**src/rtl/bus_rr_interconnect.sv**
```systemverilog
// Single-outstanding bus interconnect: round-robin host arbitration, address decode with
// decode-error responses, and a per-transaction device response timeout.
module bus_rr_interconnect #(
  parameter int unsigned NrHosts       = 2,
  parameter int unsigned NrDevices     = 8,
  parameter int unsigned DataWidth     = 32,
  parameter int unsigned AddressWidth  = 32,
  parameter int unsigned TimeoutCycles = 64
) (
  input  logic                                     clk_i,
  input  logic                                     rst_i,
  input  logic [NrHosts-1:0]                       host_req_i,
  output logic [NrHosts-1:0]                       host_gnt_o,
  input  logic [NrHosts-1:0][AddressWidth-1:0]     host_addr_i,
  input  logic [NrHosts-1:0]                       host_we_i,
  input  logic [NrHosts-1:0][DataWidth/8-1:0]      host_be_i,
  input  logic [NrHosts-1:0][DataWidth-1:0]        host_wdata_i,
  output logic [NrHosts-1:0]                       host_rvalid_o,
  output logic [NrHosts-1:0][DataWidth-1:0]        host_rdata_o,
  output logic [NrHosts-1:0]                       host_err_o,
  output logic [NrDevices-1:0]                     device_req_o,
  output logic [AddressWidth-1:0]                  device_addr_o,
  output logic                                     device_we_o,
  output logic [DataWidth/8-1:0]                   device_be_o,
  output logic [DataWidth-1:0]                     device_wdata_o,
  input  logic [NrDevices-1:0]                     device_rvalid_i,
  input  logic [NrDevices-1:0][DataWidth-1:0]      device_rdata_i,
  input  logic [NrDevices-1:0]                     device_err_i,
  input  logic [NrDevices-1:0][AddressWidth-1:0]   cfg_device_addr_base_i,
  input  logic [NrDevices-1:0][AddressWidth-1:0]   cfg_device_addr_mask_i,
  output logic [15:0]                              timeout_count_o,
  output logic [15:0]                              decerr_count_o
);

  localparam int unsigned HostIdxW = (NrHosts > 1) ? $clog2(NrHosts) : 1;
  localparam int unsigned DevIdxW  = (NrDevices > 1) ? $clog2(NrDevices) : 1;
  localparam int unsigned CntW     = (TimeoutCycles > 0) ? $clog2(TimeoutCycles + 1) : 1;
  localparam logic [CntW-1:0] CntMax = (TimeoutCycles > 0) ? CntW'(TimeoutCycles - 1) : '0;

  typedef enum logic [1:0] {StIdle, StWait, StResp} state_e;

  state_e                 state_q;
  logic [HostIdxW-1:0]    last_grant_q, owner_q;
  logic [DevIdxW-1:0]     dev_q;
  logic [CntW-1:0]        wait_cnt_q;
  logic [NrHosts-1:0]     rvalid_q, err_q;
  logic [DataWidth-1:0]   rdata_q;
  logic [15:0]            timeout_cnt_q, decerr_cnt_q;

  logic                   gnt_valid, grant, dec_hit;
  logic [HostIdxW-1:0]    gnt_idx, cand;
  logic [DevIdxW-1:0]     dec_idx;

  // Search starts one past the last winner so every requester is served in turn.
  always_comb begin
    gnt_valid = 1'b0;
    gnt_idx   = '0;
    cand      = '0;
    for (int unsigned i = 1; i <= NrHosts; i++) begin
      cand = HostIdxW'((32'(last_grant_q) + i) % NrHosts);
      if (!gnt_valid && host_req_i[cand]) begin
        gnt_valid = 1'b1;
        gnt_idx   = cand;
      end
    end
  end

  assign grant = (state_q == StIdle) && gnt_valid && !rst_i;

  always_comb begin
    host_gnt_o = '0;
    if (grant) host_gnt_o[gnt_idx] = 1'b1;
  end

  assign device_addr_o  = host_addr_i[gnt_idx];
  assign device_we_o    = host_we_i[gnt_idx];
  assign device_be_o    = host_be_i[gnt_idx];
  assign device_wdata_o = host_wdata_i[gnt_idx];

  // Lowest-numbered matching device wins on overlapping regions.
  always_comb begin
    dec_hit = 1'b0;
    dec_idx = '0;
    for (int unsigned d = 0; d < NrDevices; d++) begin
      if (!dec_hit &&
          ((device_addr_o & cfg_device_addr_mask_i[d]) == cfg_device_addr_base_i[d])) begin
        dec_hit = 1'b1;
        dec_idx = DevIdxW'(d);
      end
    end
  end

  always_comb begin
    device_req_o = '0;
    if (grant && dec_hit) device_req_o[dec_idx] = 1'b1;
  end

  always_ff @(posedge clk_i or posedge rst_i) begin
    if (rst_i) begin
      state_q       <= StIdle;
      last_grant_q  <= HostIdxW'(NrHosts - 1);
      owner_q       <= '0;
      dev_q         <= '0;
      wait_cnt_q    <= '0;
      rvalid_q      <= '0;
      err_q         <= '0;
      rdata_q       <= '0;
      timeout_cnt_q <= '0;
      decerr_cnt_q  <= '0;
    end else begin
      unique case (state_q)
        StIdle: begin
          if (grant) begin
            owner_q      <= gnt_idx;
            last_grant_q <= gnt_idx;
            if (dec_hit) begin
              dev_q      <= dec_idx;
              wait_cnt_q <= '0;
              state_q    <= StWait;
            end else begin
              rvalid_q[gnt_idx] <= 1'b1;
              err_q[gnt_idx]    <= 1'b1;
              rdata_q           <= '0;
              if (decerr_cnt_q != 16'hFFFF) decerr_cnt_q <= decerr_cnt_q + 16'd1;
              state_q           <= StResp;
            end
          end
        end
        StWait: begin
          // A response on the last allowed cycle takes priority over the timeout.
          if (device_rvalid_i[dev_q]) begin
            rvalid_q[owner_q] <= 1'b1;
            err_q[owner_q]    <= device_err_i[dev_q];
            rdata_q           <= device_rdata_i[dev_q];
            state_q           <= StResp;
          end else if ((TimeoutCycles != 0) && (wait_cnt_q == CntMax)) begin
            rvalid_q[owner_q] <= 1'b1;
            err_q[owner_q]    <= 1'b1;
            rdata_q           <= '0;
            if (timeout_cnt_q != 16'hFFFF) timeout_cnt_q <= timeout_cnt_q + 16'd1;
            state_q           <= StResp;
          end else begin
            wait_cnt_q <= wait_cnt_q + CntW'(1);
          end
        end
        StResp: begin
          rvalid_q <= '0;
          err_q    <= '0;
          state_q  <= StIdle;
        end
        default: state_q <= StIdle;
      endcase
    end
  end

  always_comb begin
    for (int unsigned h = 0; h < NrHosts; h++) host_rdata_o[h] = rdata_q;
  end

  assign host_rvalid_o   = rvalid_q;
  assign host_err_o      = err_q;
  assign timeout_count_o = timeout_cnt_q;
  assign decerr_count_o  = decerr_cnt_q;

endmodule
```
**config.mk**
```make
export PLATFORM = sky130hd
export DESIGN_NAME = bus_rr_interconnect
export DESIGN_NICKNAME = d
export VERILOG_FILES = /design/src/rtl/bus_rr_interconnect.sv
export SDC_FILE = /design/constraint.sdc
export NUM_CORES = 1
export LEC_CHECK = 0
export CAP_MARGIN = 20
export CORE_AREA = 2 2 424 426
export DETAILED_ROUTE_END_ITERATION = 10
export DIE_AREA = 0 0 426 428
export GPL_ROUTABILITY_DRIVEN = 0
export GPL_TIMING_DRIVEN = 0
export PLACE_DENSITY_LB_ADDON = 0.2
export SYNTH_ARGS = -nofsm -noshare
export SYNTH_HDL_FRONTEND = slang
export SYNTH_SLANG_ARGS = --single-unit
```
**constraint.sdc**
```tcl
create_clock -name clk_i -period 5.83 [get_ports clk_i]
set_input_delay 1.166 -clock clk_i [delete_from_list [all_inputs] [get_ports clk_i]]
set_output_delay 1.166 -clock clk_i [all_outputs]
set_load 0.01 [all_outputs]
```
### Word-level counts from Yosys, hierarchy flattened

Index checks and enable logic that the tools add are counted.

| cells by class | value |
|---|---|
| add/subtract/negate cells | 5 |
| magnitude comparators | 9 |
| equality and inequality tests | 19 |
| mux-type cells | 71 |
| bitwise logic cells | 14 |
| reduce and logical (&&, ||, !) cells | 34 |

Operators by type and width:

| kind | number |
|---|---|
| 32-bit two-way mux | 9 |
| 32-bit bitwise AND | 8 |
| 32-bit equality test | 8 |
| 32-bit binary-select mux with 3-bit select | 1 |
| 32-bit case mux with 2 select lines | 1 |
| 16-bit by 1-bit adder with 16-bit output (second input constant) | 2 |
| 16-bit inequality test (second input constant) | 2 |
| 7-bit two-way mux | 4 |
| 2-bit two-way mux | 13 |
| 1-bit two-way mux | 24 |
| 3-bit two-way mux | 6 |
| 4-bit AND reduction | 4 |
| 1-bit logical AND | 14 |
| 7-bit case mux with 2 select lines | 1 |
| 2-bit case mux with 3 select lines | 2 |
| 2-bit inequality test (second input constant) | 5 |
| 1-bit logical NOT | 9 |
| 1-bit by 2-bit < comparator with 1-bit output (second input constant) | 4 |
| 3-bit by 4-bit < comparator with 1-bit output (second input constant) | 2 |
| 4-bit two-way mux | 2 |
| 8-bit two-way mux | 1 |
| 2-bit OR | 4 |
| 7-bit by 1-bit adder with 7-bit output (second input constant) | 1 |
| 7-bit by 6-bit equality test with 1-bit output (second input constant) | 1 |
| 18 further kinds | 24 |

| storage, ports and cells | value |
|---|---|
| flip-flop bits (word level) | 82 |
| output and inout bits | 179 |

### Longest topological paths before layout

| depth | value |
|---|---|
| depth in word-level cells | 38 |
| depth in mapped cells | 15 |
| mapped depth without buffers | 10 |

### Least setup slack after synthesis

No wires, ideal clock.

| timing path | value |
|---|---|
| path kind | input -> output |
| from | input port rst_i |
| to | output port device_req_o[2] |
| arrival time | 3.964 ns |
| required time | 4.664 ns |
| slack | 0.700 ns |
| cell stages on the path | 6 |
| buffers on the path | 1 |
| cell sequence | inv_1 -> nand2_1 -> nor2_1 -> o21ai_2 -> buf_2 -> a211oi_1 |

| on the way | value |
|---|---|
| word-level cells in the longest chain between the ends | 4 |

Ends and longest elaborated chain:

| item | line | source |
|---|---|---|
| from (decl) | 11 | `input logic rst_i,` |
| 1-bit logical NOT (no source line) | n/a |  |
| 1-bit logical AND | 68 | `assign grant = (state_q == StIdle) && gnt_valid && !rst_i;` |
| 1-bit logical AND | 95 | `if (grant && dec_hit) device_req_o[dec_idx] = 1'b1;` |
| 8-bit two-way mux | 95 |  |
| to (decl) | 21 | `output logic [NrDevices-1:0] device_req_o,` |

No other way between the ends.

### Worst setup path in the final report

| timing path | value |
|---|---|
| from | input port host_addr_i[32] (netlist bit) |
| to | output port device_req_o[3] |

| on the way | value |
|---|---|
| word-level cells in the longest chain between the ends | 31 |
| elaborated cells on any way between the ends | 54 |

Ends and longest elaborated chain:

| item | line | source |
|---|---|---|
| from (decl) | 14 | `input logic [NrHosts-1:0][AddressWidth-1:0] host_addr_i,` |
| 32-bit two-way mux (implied by the code) (*) (2 in series) | 75 | `assign device_addr_o = host_addr_i[gnt_idx];` |
| 32-bit bitwise AND | 86 | `((device_addr_o & cfg_device_addr_mask_i[d]) == cfg_device_addr_base_i[d])) begin` |
| 32-bit equality test | 86 |  |
| 1-bit two-way mux | 85 | `if (!dec_hit &&` |
| 1-bit logical NOT | 85 |  |
| 1-bit logical AND | 85 |  |
| 1-bit two-way mux | 85 |  |
| 1-bit logical NOT | 85 |  |
| [... 14 more ...] | n/a |  |
| 1-bit logical NOT | 85 |  |
| 1-bit logical AND | 85 |  |
| 3-bit two-way mux | 85 |  |
| 3-bit by 4-bit < comparator with 1-bit output (implied by the code) or 3-bit by 1-bit >= comparator with 1-bit output (tied branches) | 95 |  |
| 1-bit logical AND (implied by the code) | 95 |  |
| 1-bit two-way mux (implied by the code) | 95 |  |
| 1-bit demux with 3-bit select | 95 |  |
| 8-bit two-way mux (*) | 95 |  |

Every way passes the cells marked *; elsewhere a longest branch is shown, timed or not. The select of a mux whose other input is x is not followed.

==> results.tsv <==
metric	value	unit
Worst R2R End	rdata_q[0]	
number of synthesized flops with an enable pin	0	
initial standard-cell utilization of the core	0.0773	
detailed-router iteration count before antenna repair	5	
switch share	0.462	
global-route wire length before repair	214000	microns
Max Clk Rate	0.167	GHz
classification of the worst-slack hold path	flop to flop	
warning count from the yosys run	0	
time the worst path needs with I/O delays and setup	6.00	ns
filler cell count in the final layout	20101	
proportion of power drawn by flip-flops and latches	0.145	
total design power	4580	uW
Internal Power	2470	uW
Worst path max stage delay	0.80	ns
Syn Nets	2639	
Starting DRT DRC Count	1572	
setup slack of the most critical reg-to-reg path	1.27	ns
RSZ-0062 raised after global routing	true	
final cell area excluding filler cells	30300	sq um
Data required, critical path	4.66	ns
synthesis-stage register bit count	82	
Final HPWL DP	152000	microns
number of endpoints with negative hold slack in the final report	0	
Power per Cell Area	151	nW/um^2
R2R cell count	17	
placement row count	155	
number of top-level pins	1105	
number of levels in the clock H-tree	3	
via count of the first global-routing pass	18706	
worst path arrival time	4.83	ns
most common cell in the synthesized netlist	sky130_fd_sc_hd__nand2_1	
average via count per standard cell	3.65	
Final Hold Slack	0.493	ns
cell breakdown of the critical path	clkdlybuf4s50_1 -> mux2_2 -> and3_1 -> o2111ai_4 -> nor4_4 -> buf_4 -> nand2_4 -> nand4_4 -> o21ai_4 -> and3b_2 -> buf_6 -> nor2b_2 -> buf_4	
Avg Inst Size Synth	8.05	sq um
net switching component of the power	2110	uW
pin count of the biggest net entering global routing	44	
number of port buffers	1070	
post-CTS clock slew at the launch and capture registers of the worst setup and hold paths	0.08	ns
initial antenna violation count	93	
synthesized netlist cell count	1706	
number of nets still failing antenna checks after routing	0	
Clock power frac	0.138	
via count of the routed design	19142	
die width	426	microns
run status	finished, violations left	
layout overhead on the synthesized area	121	%
cell type with the largest total area after synthesis	sky130_fd_sc_hd__mux2i_1	
ranking of synthesized cells by area	sky130_fd_sc_hd__mux2i_1 (16%), sky130_fd_sc_hd__nand2_1 (15%), sky130_fd_sc_hd__dfrtp_1 (15%)	
overall overflow remaining after global route	0	
area of the core	178000	sq um
number of standard cells in the layout, taps in and fillers out	5248	
post-route core utilization	0.171	
FF-to-FF Start	last_grant_q	
sequential-to-total area share from yosys stat	0.150	
Placed Cells	5150	
aggregate global-route resource usage	0.183	
CP startpoint kind	primary input	
final setup skew	0.0171	ns
Crit path top cell by count	sky130_fd_sc_hd__buf_4	
CP max-delay cell	sky130_fd_sc_hd__clkdlybuf4s50_1	
placement-stage cell area	27600	sq um
share of the synthesized area in the top cell type	0.164	
leakage power	0.0110	uW
wire length reported by the detailed router	174000	microns
ratio of cells with drive above 1 in the final layout	0.153	
cell chosen for the clock root	sky130_fd_sc_hd__clkbuf_16	
drt wl/cell	33.1	microns
post-route worst setup slack	-0.168	ns
number of maximum-capacitance violations	0	
violations in the final reports	setup timing	
clock latency on the worst-skew pair	0.39	ns
actual transition at the worst max-transition pin	1.14	ns
number of distinct standard cells referenced by the synthesized netlist	64	
largest buffer count on any clock path	2	
critical setup path kind	primary input to output port	
Final Slew Violations	0	
Final setup violation count	8	
Crit. Startpoint	host_addr_i[32]	
number of clock sinks	82	
Comb power frac	0.717	
post-synthesis cell area	13700	sq um
most instantiated cells after synthesis	sky130_fd_sc_hd__nand2_1 (544), sky130_fd_sc_hd__mux2i_1 (225), sky130_fd_sc_hd__xnor2_1 (215)	
ys async rst share	1.00	
maximum vdd ir drop	0.141	mV
Final Cycle Share	1.03	
clock buffer count from CTS	9	
remaining max-slew budget at the tightest pin	0.241	
maximum fanout along the worst path	7	
last element of the critical path	device_req_o[3]	
crit path capture type	output port	
die area	182000	sq um
prevailing post-synth register cell	sky130_fd_sc_hd__dfrtp_1	
CTS tree	built	
final routed DRC violation total	0	
die height	428	microns
final layout net count	3798	
-- kinds of logic after synthesis --
| logic type | count (synthesis) | share of synthesized area |
|---|---|---|
| muxes | 322 | 0.300 |
| adders and majority gates | 7 | 0.00638 |
| xor gates and xnor gates | 222 | 0.142 |
| AOI/OAI and AO/OA | 210 | 0.113 |
| DFF | 82 | 0.150 |
| buffers and inverters | 149 | 0.0644 |
| and+or+nand+nor | 714 | 0.225 |
-- area by class of cell --
cell class	count	area, sq um	share of cell area
diodes	23	57.6	0.00190
flip-flops and latches	82	2050	0.0677
clock buffers	9	225	0.00742
repair buffers	1148	11500	0.380
clock inverters	7	70.1	0.00231
inverters	12	47.5	0.00157
plain buffers	137	1080	0.0355
well taps	2355	2950	0.0971
multi-input cells	1475	12300	0.406
-- repair_timing --
item / CTS / global route
pin swaps: 34 / 27
setup buffers: 37 / 18
gates resized for setup: 278 / 78
endpoints found under the hold margin: 0 / 0
hold buffers: 0 / 0
gates cloned: 1 / 0
endpoints found under the setup margin: 116 / 8
-- stage by stage --
step	worst slack, ns	setup TNS (ns)
floorplan	0.700	0
global placement	-4.31	-246.71
detailed placement	-3.62	-173.03
CTS	-0.275	-1.70
global route	-0.267	-1.54
finish	-0.168	-0.680
-- registers in the layout, indices dropped and copies added (netlist names) --
signal,count
timeout_count_o,16
rdata_q,32
dev_q,3
owner_q,1
wait_cnt_q,7
host_rvalid_o,2
host_err_o,2
last_grant_q,1
decerr_count_o,16
state_q,2
-- power groups by stage --
| stage | Combinational (uW) | Clock [uW] | Sequential (uW) |
|---|---|---|---|
| 2_1_floorplan | 1050 | 0 | 683 |
| 4_1_cts | 3220 | 669 | 666 |
| 5_1_grt | 3460 | 687 | 675 |
| 3_3_place_gp | 2900 | 0 | 675 |
| 3_5_place_dp | 2930 | 0 | 677 |
| 6_report | 3280 | 632 | 665 |
-- worst min-delay path by stage --
stage	start	endpoint	depth (start not counted)
4_1_cts	timeout_count_o[14]	timeout_count_o[14]	1
2_1_floorplan	wait_cnt_q[5]	wait_cnt_q[5]	1
3_3_place_gp	decerr_count_o[7]	decerr_count_o[7]	1
6_report	timeout_count_o[14]	timeout_count_o[14]	1
5_1_grt	decerr_count_o[7]	decerr_count_o[7]	1
3_5_place_dp	timeout_count_o[14]	timeout_count_o[14]	1
-- critical path: cells and delay by family --
kind,cells,cell delay [ns]
AOI/OAI and AO/OA,2,0.77
and+or+nand+nor,6,1.05
muxes,1,0.54
buffers and inverters,4,1.26
-- placed cells by master (no fill, tap or decap), types with 10 or more instances in the layout --
cell type,count
sky130_fd_sc_hd__clkdlybuf4s50_1,1054
sky130_fd_sc_hd__nand2_1,538
sky130_fd_sc_hd__xnor2_1,192
sky130_fd_sc_hd__mux2i_1,183
sky130_fd_sc_hd__buf_4,89
sky130_fd_sc_hd__dfrtp_1,81
sky130_fd_sc_hd__and3_1,74
sky130_fd_sc_hd__mux4_2,68
sky130_fd_sc_hd__a21oi_1,58
sky130_fd_sc_hd__clkbuf_1,40
sky130_fd_sc_hd__o2bb2ai_1,32
sky130_fd_sc_hd__o2111ai_4,28
sky130_fd_sc_hd__buf_1,25
sky130_fd_sc_hd__diode_2,23
sky130_fd_sc_hd__mux2i_4,23
sky130_fd_sc_hd__o2111ai_1,20
sky130_fd_sc_hd__mux2_2,19
sky130_fd_sc_hd__mux2i_2,19
sky130_fd_sc_hd__nand3_1,19
sky130_fd_sc_hd__buf_12,18
sky130_fd_sc_hd__buf_8,18
sky130_fd_sc_hd__xnor2_2,18
sky130_fd_sc_hd__nor2_1,17
sky130_fd_sc_hd__o2111ai_2,17
sky130_fd_sc_hd__buf_6,14
sky130_fd_sc_hd__a21oi_2,12
sky130_fd_sc_hd__nor4_4,12
sky130_fd_sc_hd__nand4_1,12
sky130_fd_sc_hd__buf_2,10
sky130_fd_sc_hd__inv_1,10
-- routing by layer --
layer | GRT usage | share of wire
met5 | 0 | 0.0025
met2 | 0.324 | 0.50
met1 | 0.234 | 0.42
met3 | 0.0377 | 0.068
met4 | 0.0197 | 0.011
(Power assumes the default switching activity.)
